$ cat src/rtl/axil_read_width_adapter_if.sv
// ---------------------------------------------------------------------------
// axil_read_width_adapter_if
// Read-only AXI4-Lite channel bundle (AR + R), one instance per side.
//   araddr  [ADDR_W]  read address          (master -> slave)
//   arvalid / arready AR handshake
//   rdata   [DATA_W]  read data              (slave -> master)
//   rresp   [2]       response code          (slave -> master)
//   rvalid  / rready  R handshake
// Modports: master issues requests, slave answers them.
// ---------------------------------------------------------------------------
interface axil_read_width_adapter_if #(
  parameter int ADDR_W = 64,
  parameter int DATA_W = 64
);
  logic [ADDR_W-1:0] araddr;
  logic              arvalid;
  logic              arready;
  logic [DATA_W-1:0] rdata;
  logic [1:0]        rresp;
  logic              rvalid;
  logic              rready;

  modport master (
    output araddr, arvalid, rready,
    input  arready, rdata, rresp, rvalid
  );

  modport slave (
    input  araddr, arvalid, rready,
    output arready, rdata, rresp, rvalid
  );
endinterface

$ cat src/rtl/axil_read_width_adapter.sv
// ---------------------------------------------------------------------------
// axil_read_width_adapter
// Read-only AXI4-Lite width down-converter: narrow requester (s_if) to a wide
// memory port (m_if). The AR channel is forwarded combinationally with the
// address aligned to the wide word; the lane each request wants is queued in
// an in-order FIFO so the matching slice of the wide R beat can be returned.
// A flush marks every queued entry as dropped; their responses are then
// accepted from memory and discarded without reaching the requester.
//
// Ports
//   clk          clock
//   rst          asynchronous active-low reset
//   flush        squash all outstanding requests
//   s_if         narrow side (slave modport), DATA_W = NARROW_W
//   m_if         wide side (master modport),  DATA_W = WIDE_W
//   outstanding  registered in-flight request count
// ---------------------------------------------------------------------------
module axil_read_width_adapter #(
  parameter int ADDR_W          = 64,
  parameter int WIDE_W          = 64,
  parameter int NARROW_W        = 32,
  parameter int MAX_OUTSTANDING = 4
) (
  input  logic                               clk,
  input  logic                               rst,
  input  logic                               flush,
  axil_read_width_adapter_if.slave           s_if,
  axil_read_width_adapter_if.master          m_if,
  output logic [$clog2(MAX_OUTSTANDING):0]   outstanding
);

  localparam int RATIO = WIDE_W / NARROW_W;
  localparam int LB    = $clog2(NARROW_W / 8);
  localparam int WB    = $clog2(WIDE_W / 8);
  // Storage widths are kept at least 1 bit; degenerate configs tie them to 0.
  localparam int LW    = (RATIO > 1) ? $clog2(RATIO) : 1;
  localparam int PW    = (MAX_OUTSTANDING > 1) ? $clog2(MAX_OUTSTANDING) : 1;
  localparam int CW    = $clog2(MAX_OUTSTANDING) + 1;

  localparam logic [CW-1:0]     DEPTH      = CW'(MAX_OUTSTANDING);
  localparam logic [PW-1:0]     PTR_LAST   = PW'(MAX_OUTSTANDING - 1);
  localparam logic [ADDR_W-1:0] ALIGN_MASK = ~((ADDR_W'(1) << WB) - ADDR_W'(1));

  // Lane FIFO
  logic [LW-1:0]              r_lane [MAX_OUTSTANDING];
  logic [MAX_OUTSTANDING-1:0] r_drop;
  logic [PW-1:0]              r_wptr;
  logic [PW-1:0]              r_rptr;
  logic [CW-1:0]              r_count;

  logic                w_full;
  logic                w_empty;
  logic                w_push;
  logic                w_pop;
  logic                w_draining;
  logic [LW-1:0]       w_push_lane;
  logic [LW-1:0]       w_head_lane;
  logic [NARROW_W-1:0] w_rdata;

  assign w_full      = (r_count == DEPTH);
  assign w_empty     = (r_count == '0);
  assign w_head_lane = r_lane[r_rptr];

  // Head response is swallowed if it was squashed earlier, or if a flush is
  // in progress right now (the head is then about to be marked anyway).
  assign w_draining  = !w_empty && (r_drop[r_rptr] || flush);

  // ---------------- lane extraction / data selection ----------------
  generate
    if (RATIO > 1) begin : g_lane
      logic [RATIO-1:0][NARROW_W-1:0] w_words;
      assign w_push_lane = s_if.araddr[WB-1:LB];
      assign w_words     = m_if.rdata;
      assign w_rdata     = w_words[w_head_lane];
    end else begin : g_pass
      assign w_push_lane = '0;
      assign w_rdata     = m_if.rdata;
    end
  endgenerate

  // ---------------- AR path (combinational) ----------------
  // full is the registered count, so a pop in the same cycle does not open
  // a slot until the next cycle.
  assign m_if.araddr  = s_if.araddr & ALIGN_MASK;
  assign m_if.arvalid = rst && s_if.arvalid && !w_full && !flush;
  assign s_if.arready = rst && m_if.arready && !w_full && !flush;
  assign w_push       = s_if.arvalid && s_if.arready;

  // ---------------- R path ----------------
  // A stray beat while empty is neither accepted nor forwarded.
  assign s_if.rvalid  = rst && m_if.rvalid && !w_empty && !w_draining;
  assign m_if.rready  = rst && !w_empty && (w_draining || s_if.rready);
  assign s_if.rdata   = w_rdata;
  assign s_if.rresp   = m_if.rresp;
  assign w_pop        = m_if.rvalid && m_if.rready;

  assign outstanding  = r_count;

  // ---------------- FIFO state ----------------
  always_ff @(posedge clk or negedge rst) begin
    if (!rst) begin
      r_wptr  <= '0;
      r_rptr  <= '0;
      r_count <= '0;
      r_drop  <= '0;
    end else begin
      if (w_push) begin
        r_drop[r_wptr] <= 1'b0;
        r_wptr         <= (r_wptr == PTR_LAST) ? '0 : r_wptr + 1'b1;
      end
      if (w_pop)
        r_rptr <= (r_rptr == PTR_LAST) ? '0 : r_rptr + 1'b1;
      // No push can coincide with flush, so marking everything is safe; the
      // popped slot and empty slots are rewritten on their next push.
      if (flush && !w_empty)
        r_drop <= '1;
      case ({w_push, w_pop})
        2'b10:   r_count <= r_count + 1'b1;
        2'b01:   r_count <= r_count - 1'b1;
        default: r_count <= r_count;
      endcase
    end
  end

  // Lane payload needs no reset: a slot is only read after it was pushed.
  always_ff @(posedge clk) begin
    if (w_push)
      r_lane[r_wptr] <= w_push_lane;
  end

endmodule

$ cat src/flat_wrapper.sv
// flat-port wrapper written by rule: the top's interface ports become plain ports
module axil_read_width_adapter_flat 
#(
  parameter int ADDR_W          = 64,
  parameter int WIDE_W          = 64,
  parameter int NARROW_W        = 32,
  parameter int MAX_OUTSTANDING = 4
)
  (clk, rst, flush, outstanding, s_if_araddr, s_if_arvalid, s_if_rready, s_if_arready, s_if_rdata, s_if_rresp, s_if_rvalid, m_if_araddr, m_if_arvalid, m_if_rready, m_if_arready, m_if_rdata, m_if_rresp, m_if_rvalid);
  axil_read_width_adapter_if #(.ADDR_W(ADDR_W), .DATA_W(32)) s_if_i ();
  axil_read_width_adapter_if #(.ADDR_W(ADDR_W), .DATA_W(64)) m_if_i ();
  input  logic clk;
  input  logic rst;
  input  logic flush;
  output logic [$clog2(MAX_OUTSTANDING):0] outstanding;
  input wire logic [$bits(s_if_i.araddr)-1:0] s_if_araddr;
  input wire logic [$bits(s_if_i.arvalid)-1:0] s_if_arvalid;
  input wire logic [$bits(s_if_i.rready)-1:0] s_if_rready;
  output wire logic [$bits(s_if_i.arready)-1:0] s_if_arready;
  output wire logic [$bits(s_if_i.rdata)-1:0] s_if_rdata;
  output wire logic [$bits(s_if_i.rresp)-1:0] s_if_rresp;
  output wire logic [$bits(s_if_i.rvalid)-1:0] s_if_rvalid;
  output wire logic [$bits(m_if_i.araddr)-1:0] m_if_araddr;
  output wire logic [$bits(m_if_i.arvalid)-1:0] m_if_arvalid;
  output wire logic [$bits(m_if_i.rready)-1:0] m_if_rready;
  input wire logic [$bits(m_if_i.arready)-1:0] m_if_arready;
  input wire logic [$bits(m_if_i.rdata)-1:0] m_if_rdata;
  input wire logic [$bits(m_if_i.rresp)-1:0] m_if_rresp;
  input wire logic [$bits(m_if_i.rvalid)-1:0] m_if_rvalid;
  assign s_if_i.araddr = s_if_araddr;
  assign s_if_i.arvalid = s_if_arvalid;
  assign s_if_i.rready = s_if_rready;
  assign s_if_arready = s_if_i.arready;
  assign s_if_rdata = s_if_i.rdata;
  assign s_if_rresp = s_if_i.rresp;
  assign s_if_rvalid = s_if_i.rvalid;
  assign m_if_araddr = m_if_i.araddr;
  assign m_if_arvalid = m_if_i.arvalid;
  assign m_if_rready = m_if_i.rready;
  assign m_if_i.arready = m_if_arready;
  assign m_if_i.rdata = m_if_rdata;
  assign m_if_i.rresp = m_if_rresp;
  assign m_if_i.rvalid = m_if_rvalid;
  axil_read_width_adapter #(.ADDR_W(ADDR_W), .WIDE_W(WIDE_W), .NARROW_W(NARROW_W), .MAX_OUTSTANDING(MAX_OUTSTANDING)) u_core (.clk(clk), .rst(rst), .flush(flush), .s_if(s_if_i), .m_if(m_if_i), .outstanding(outstanding));
endmodule
$ cat config.mk
export PLATFORM = sky130hd
export DESIGN_NAME = axil_read_width_adapter_flat
export DESIGN_NICKNAME = d
export VERILOG_FILES = /design/src/rtl/axil_read_width_adapter_if.sv /design/src/rtl/axil_read_width_adapter.sv /design/src/flat_wrapper.sv
export SDC_FILE = /design/constraint.sdc
export NUM_CORES = 1
export LEC_CHECK = 0
export CAP_MARGIN = 15
export CORE_AREA = 2 2 93 95
export CTS_CLUSTER_SIZE = 16
export DETAILED_ROUTE_END_ITERATION = 10
export DIE_AREA = 0 0 95 97
export PLACE_DENSITY = 0.81
export RECOVER_POWER = 100
export SLEW_MARGIN = 20
export SYNTH_ARGS = -nofsm -noshare
export SYNTH_HDL_FRONTEND = slang
export SYNTH_SLANG_ARGS = --single-unit
$ cat constraint.sdc
create_clock -name clk -period 2.7 [get_ports clk]
set_input_delay 0.405 -clock clk [delete_from_list [all_inputs] [get_ports clk]]
set_output_delay 0.405 -clock clk [all_outputs]
set_load 0.02 [all_outputs]
Yosys cells after proc, flatten, opt, wreduce, memory -nomap -nowiden
Memories as Yosys holds them, arrays and structs flattened. Cells that the tools add are included.

Memories kept: 1. Word-level logic and storage cells: 58. Flip-flop bits (word level): 11. Input port bits: 137. Bits in latches: 0. Bits in writable memories: 4. Output and inout port bits: 105. ROM bits: 0.

Memory list: u_core.r_lane (words 4, bits a word 1, rd ports 1, clocked after Yosys merged registers in 0, write ports 1, RTL line axil_read_width_adapter.sv:45) `logic [LW-1:0] r_lane [MAX_OUTSTANDING];`.

Multiply operators: 0. Multiplexer cells: 13. Add/sub/neg operators: 4. Div/mod/pow operators: 0. Shift operators: 0. Equality and inequality tests: 5. Bitwise logic cells: 2. Order comparisons: 4. Reduce and logical (&&, ||, !) cells: 25.

Operator list (number): 32-bit two-way mux (2); 1-bit logical AND (16); 4-bit two-way mux (2); 2-bit equality test (second input constant) (3); 2-bit by 3-bit less-than comparator with 1-bit output (second input constant) (2); 3-bit case mux with 2 select lines (1); 2-bit by 1-bit adder with 2-bit output (second input constant) (2); 4-bit AND (1); 1-bit logical NOT (4); 1-bit two-way mux (4); 2-bit two-way mux (2); 4-bit NOT (1); 2-bit nonzero test (2); 3-bit by 1-bit adder with 3-bit output (second input constant) (1); 3-bit equality test (second input constant) (1); 3-bit logical NOT (1); 3-bit by 1-bit subtractor with 3-bit output (second input constant) (1); 1-bit binary-select mux with 2-bit select (1); 1-bit demux with 2-bit select (1); 2-bit by 1-bit equality test with 1-bit output (second input constant) (1); 2-bit by 1-bit >= comparator with 1-bit output (second input constant) (1); 1-bit logical OR (2); 1-bit by 2-bit less-than comparator with 1-bit output (second input constant) (1).

Depth between registers and ports, before layout
Depth in word-level cells: 9. Gate-level depth with buffers: 10. Mapped depth without buffers: 9.

Least setup slack after synthesis
No wires, ideal clock.

Kind: flip-flop to flip-flop. From: reg u_core.r_count[0], in the netlist u_core.outstanding[0]. To: reg u_core.r_count[2], in the netlist u_core.outstanding[2]. Arrival time: 2.229 ns. Clock period less this slack: 2.309 ns. Required time: 2.620 ns. Path slack: 0.391 ns. Setup time: 0.080 ns. Stages on the path, launching flop included: 11. Path buffers: 1. Path through: dfrtp_1 > or3b_1 > clkbuf_1 > and3_1 > inv_1 > ha_1 > inv_1 > fa_1 > xor2_1 > nor2_1 > xor2_1.

Word-level cells in the longest chain between the ends: 8. Elaborated cells on any way between the ends: 18. Those cells by class: add/sub: 2; eq/ne: 3; mux: 1; reduce/logical: 12.

Ends and longest elaborated chain: start: declaration (RTL line axil_read_width_adapter.sv:49) `logic [CW-1:0] r_count;`; start signal: assignment (RTL line axil_read_width_adapter.sv:118) `2'b10: r_count <= r_count + 1'b1;`; start signal: assignment (RTL line axil_read_width_adapter.sv:119) `2'b01: r_count <= r_count - 1'b1;`; start signal: assignment (RTL line axil_read_width_adapter.sv:120) `default: r_count <= r_count;`; 3-bit logical NOT (RTL line axil_read_width_adapter.sv:61) `assign w_empty = (r_count == '0);`; 1-bit logical NOT (RTL line axil_read_width_adapter.sv:66, axil_read_width_adapter.sv:92); 1-bit logical AND (RTL line axil_read_width_adapter.sv:66) `assign w_draining = !w_empty && (r_drop[r_rptr] || flush);`; 1-bit logical OR (RTL line axil_read_width_adapter.sv:92) `assign m_if.rready = rst && !w_empty && (w_draining || s_if.rready);`; 1-bit logical AND (RTL line axil_read_width_adapter.sv:92); 1-bit logical AND (RTL line axil_read_width_adapter.sv:95) `assign w_pop = m_if.rvalid && m_if.rready;`; 2-bit by 1-bit equality test with 1-bit output or 2-bit equality test (tied branches) (RTL line axil_read_width_adapter.sv:117) `case ({w_push, w_pop})`; 3-bit case mux with 2 select lines or 2-bit nonzero test (tied branches).

Parallel ways exist; a longest one is shown, timed or not. A chain may end at the register's enable or synchronous reset.

Worst setup path in the final report
From: reg u_core.r_rptr[0]. To: out s_if_rdata[16].

Word-level cells in the longest chain between the ends: 3.

Ends and longest elaborated chain: start: declaration (RTL line axil_read_width_adapter.sv:48) `logic [PW-1:0] r_rptr;`; start signal: assignment (RTL line axil_read_width_adapter.sv:112) `r_rptr <= (r_rptr == PTR_LAST) ? '0 : r_rptr + 1'b1;`; memory 4 x 1 bit; 32-bit two-way mux (implied by the code) (2 in a row) (RTL line axil_read_width_adapter.sv:74) `assign w_rdata = w_words[w_head_lane];`; end: declaration (RTL line flat_wrapper.sv:20) `output wire logic [$bits(s_if_i.rdata)-1:0] s_if_rdata;`.

Every way passes these cells. The select of a mux whose other input is x is not followed.

==> results.json <==
{
  "min_from": "u_core.r_drop[2]",
  "startpoint": "u_core.r_rptr[0]",
  "leakage_nw": 1.08,
  "wl_per_cell_microns": 16.0,
  "wirelength_microns": 5300,
  "cts.sinks": 15,
  "dp_hpwl_microns": 4420,
  "drt-vias-per-instance": 4.29,
  "post_cts_buffers": 0,
  "critical_path.startpoint_type": "register",
  "cp.arrival_ns": 2.24,
  "layout-drive-gt1-share_pct": 19.8,
  "antenna_found_initial": 0,
  "reg2reg_slack_ns": 0.33,
  "fillers": 887,
  "post-place-ws_ns": 0.0297,
  "grt_max_degree": 33,
  "cp-end-kind": "output port",
  "power_mw": 1.81,
  "syn_area_sq_um": 1860,
  "nNetsFinal": 372,
  "setup_tns_ns": 0,
  "cts_tree": "done",
  "dieArea_sq_um": 9220,
  "first_pass_iters": 3,
  "place_inst": 328,
  "clk_pin_slew_ns": 0.06,
  "remaining_drc_errors": 0,
  "hold_viol_final": 0,
  "placed_area_sq_um": 2620,
  "syn_avg_cell_area_sq_um": 10.6,
  "min_to": "u_core.r_drop[2]",
  "ys_seq_elements": 15,
  "critPathRequiredTime_ns": 2.30,
  "fin_area_sq_um": 2490,
  "p_switching_uw": 776,
  "ir_drop_v": 0.000373,
  "numPortBuffers": 110,
  "reg2reg_depth": 9,
  "grt_pass1_vias": 1496,
  "syn-instance-count": 176,
  "worst_pin_slew_ns": 0.520,
  "power.share.sequential_pct": 20.5,
  "ys_warn_count": 0,
  "clockRootBuffer": "clkbuf_8",
  "start_util_pct": 22.9,
  "synth_cell_types": 30,
  "io_pins": 242,
  "htree_levels": 1,
  "drv_cap": 0,
  "final.period_utilization_pct": 97.9,
  "vias": 1425,
  "die_h_microns": 97,
  "fmax_mhz": 378,
  "reg2reg_to": "u_core.outstanding[2]",
  "die_w_microns": 95,
  "ys_seq_area_share_pct": 21.2,
  "area_growth_pct": 33.4,
  "critical_path_class": "register to output port",
  "worstHoldPathCells": 1,
  "numCtsBuffers": 3,
  "min_path_type": "register to register",
  "critPathMaxFanout": 32,
  "worst_slack_ns": 0.0572,
  "relSlewSlack_pct": 64.9,
  "p_int_mw": 1.04,
  "fin_cells": 332,
  "reg2reg_from": "u_core.outstanding[0]",
  "slew_violations": 0,
  "coreArea_sq_um": 8130,
  "setup_viol": 0,
  "p_clk_share_pct": 10.2,
  "skew_ns": 0.00277,
  "grt.total_usage_pct": 10.8,
  "p_comb_share_pct": 69.4,
  "ant_nets": 0,
  "rsz0062_at_grt": "no",
  "status": "finished clean",
  "fin_crit_ns": 2.64,
  "overflow": 0,
  "place.gp.congestion": 0.695,
  "clock_path_buffers": 2,
  "drt-initial-drc-count": 18,
  "antenna_cells": 0,
  "clkLatencyLatePin_ns": 0.25,
  "p_sw_share_pct": 42.8,
  "num_rows": 33,
  "p_per_area_nw_per_um2": 729,
  "grt_pass1_wl_microns": 7660
}
-- layout make-up --
type | instances | area [sq um] | share of cell area, %
timing repair buffer | 116 | 982 | 39.5
multi-input combinational | 81 | 890 | 35.8
sequential | 15 | 395 | 15.9
tap | 105 | 131 | 5.28
clock buffer | 3 | 41.3 | 1.66
inverter | 11 | 41.3 | 1.66
clock inverter | 1 | 5.00 | 0.201
-- logic make-up after synthesis --
family	count (synthesis)	share of synthesized area [%]
and+or+nand+nor	19	6.18
adders and majority gates	7	5.10
muxes	40	30.6
other	1	0.201
DFF	15	21.2
xor gates and xnor gates	3	1.41
AOI/OAI and AO/OA	9	3.90
buffers and inverters	82	31.4
-- cells in the mapped netlist --
master | number | area [sq um]
and2_1 | 2 | 12.5
nand4_1 | 4 | 25.0
nor3b_1 | 2 | 15.0
dfrtp_1 | 11 | 275
xor2_1 | 2 | 17.5
conb_1 | 1 | 3.75
mux4_2 | 1 | 22.5
and4b_1 | 1 | 10.0
buf_4 | 66 | 495
or3b_1 | 1 | 8.76
nor3_1 | 2 | 10.0
a21o_1 | 4 | 30.0
mux2_4 | 30 | 450
nand2_1 | 2 | 7.51
edfxtp_1 | 4 | 120
ha_1 | 6 | 75.1
o31a_1 | 1 | 8.76
buf_6 | 4 | 45.0
fa_1 | 1 | 20.0
and3b_1 | 1 | 8.76
o31ai_1 | 1 | 7.51
inv_1 | 11 | 41.3
a221oi_1 | 1 | 8.76
nor2_1 | 3 | 11.3
and3_1 | 1 | 6.26
xnor2_1 | 1 | 8.76
mux2i_1 | 4 | 40.0
o311ai_0 | 2 | 17.5
mux2_2 | 5 | 56.3
clkbuf_1 | 1 | 3.75
-- power groups by stage --
stage	Combinational (mW)	Sequential (mW)	Clock (mW)
global placement	1.42	0.374	0
detailed placement	1.44	0.379	0
finish	1.26	0.371	0.184
global route	1.36	0.385	0.201
floorplan	1.02	0.387	0
CTS	1.45	0.375	0.191
-- placed cells by master, fill, tap and decap left out, types with 3 or more instances in the layout --
master and count:
a21o_1 4, buf_4 4, clkbuf_1 29, clkbuf_8 3, clkdlybuf4s50_1 75, conb_1 3
dfrtp_1 11, dlygate4sd3_1 6, edfxtp_1 4, ha_1 6, inv_1 11, mux2_2 5
mux2_4 30, mux2i_1 4, nand4_1 4, nor2_1 3
-- critical path: stages, from the launching register on --
cell	delay, ns
dfrtp_1	0.36
mux4_2	0.53
buf_12	0.21
mux2_4	0.32
clkdlybuf4s50_1	0.54
-- through the flow --
stage               hold slack [ns]  utilization, %
finish                        0.474            30.6
global placement              0.463            32.2
CTS                           0.480            32.7
global route                  0.495            30.6
floorplan                     0.109               -
detailed placement            0.466            32.2
-- state kept, by name, summed over array words and instances (netlist names) --
signal,flops
u_core.r_rptr,2
u_core.outstanding,3
u_core.r_drop,4
u_core.r_wptr,2
u_core.r_lane,4
-- repair_timing --
action                     in CTS  in global routing
hold buffers                    0                  0
gates resized for setup         0                 29
setup endpoints to repair       0                 29
hold endpoints to repair        0                  0
-- how the worst max path moves through the flow --
stage	end	slack [ns]	depth (start not counted)
5_1_grt	s_if_rdata[16]	0.0001	4
3_3_place_gp	u_core.outstanding[2]	0.09	9
4_1_cts	s_if_rdata[15]	0.008	4
3_5_place_dp	u_core.outstanding[2]	0.03	9
6_report	s_if_rdata[16]	0.06	4
2_1_floorplan	u_core.outstanding[2]	0.39	10
-- metal layers --
layer | GRT usage (%) | up-vias | share of wire [%]
met5 | 4.76 | - | 1.1
met4 | 2.90 | 2 | 1.3
met3 | 8.49 | 18 | 19
met2 | 15.4 | 124 | 42
met1 | 12.0 | 650 | 37
li1 | - | 631 | -
(Power assumes the default switching activity.)
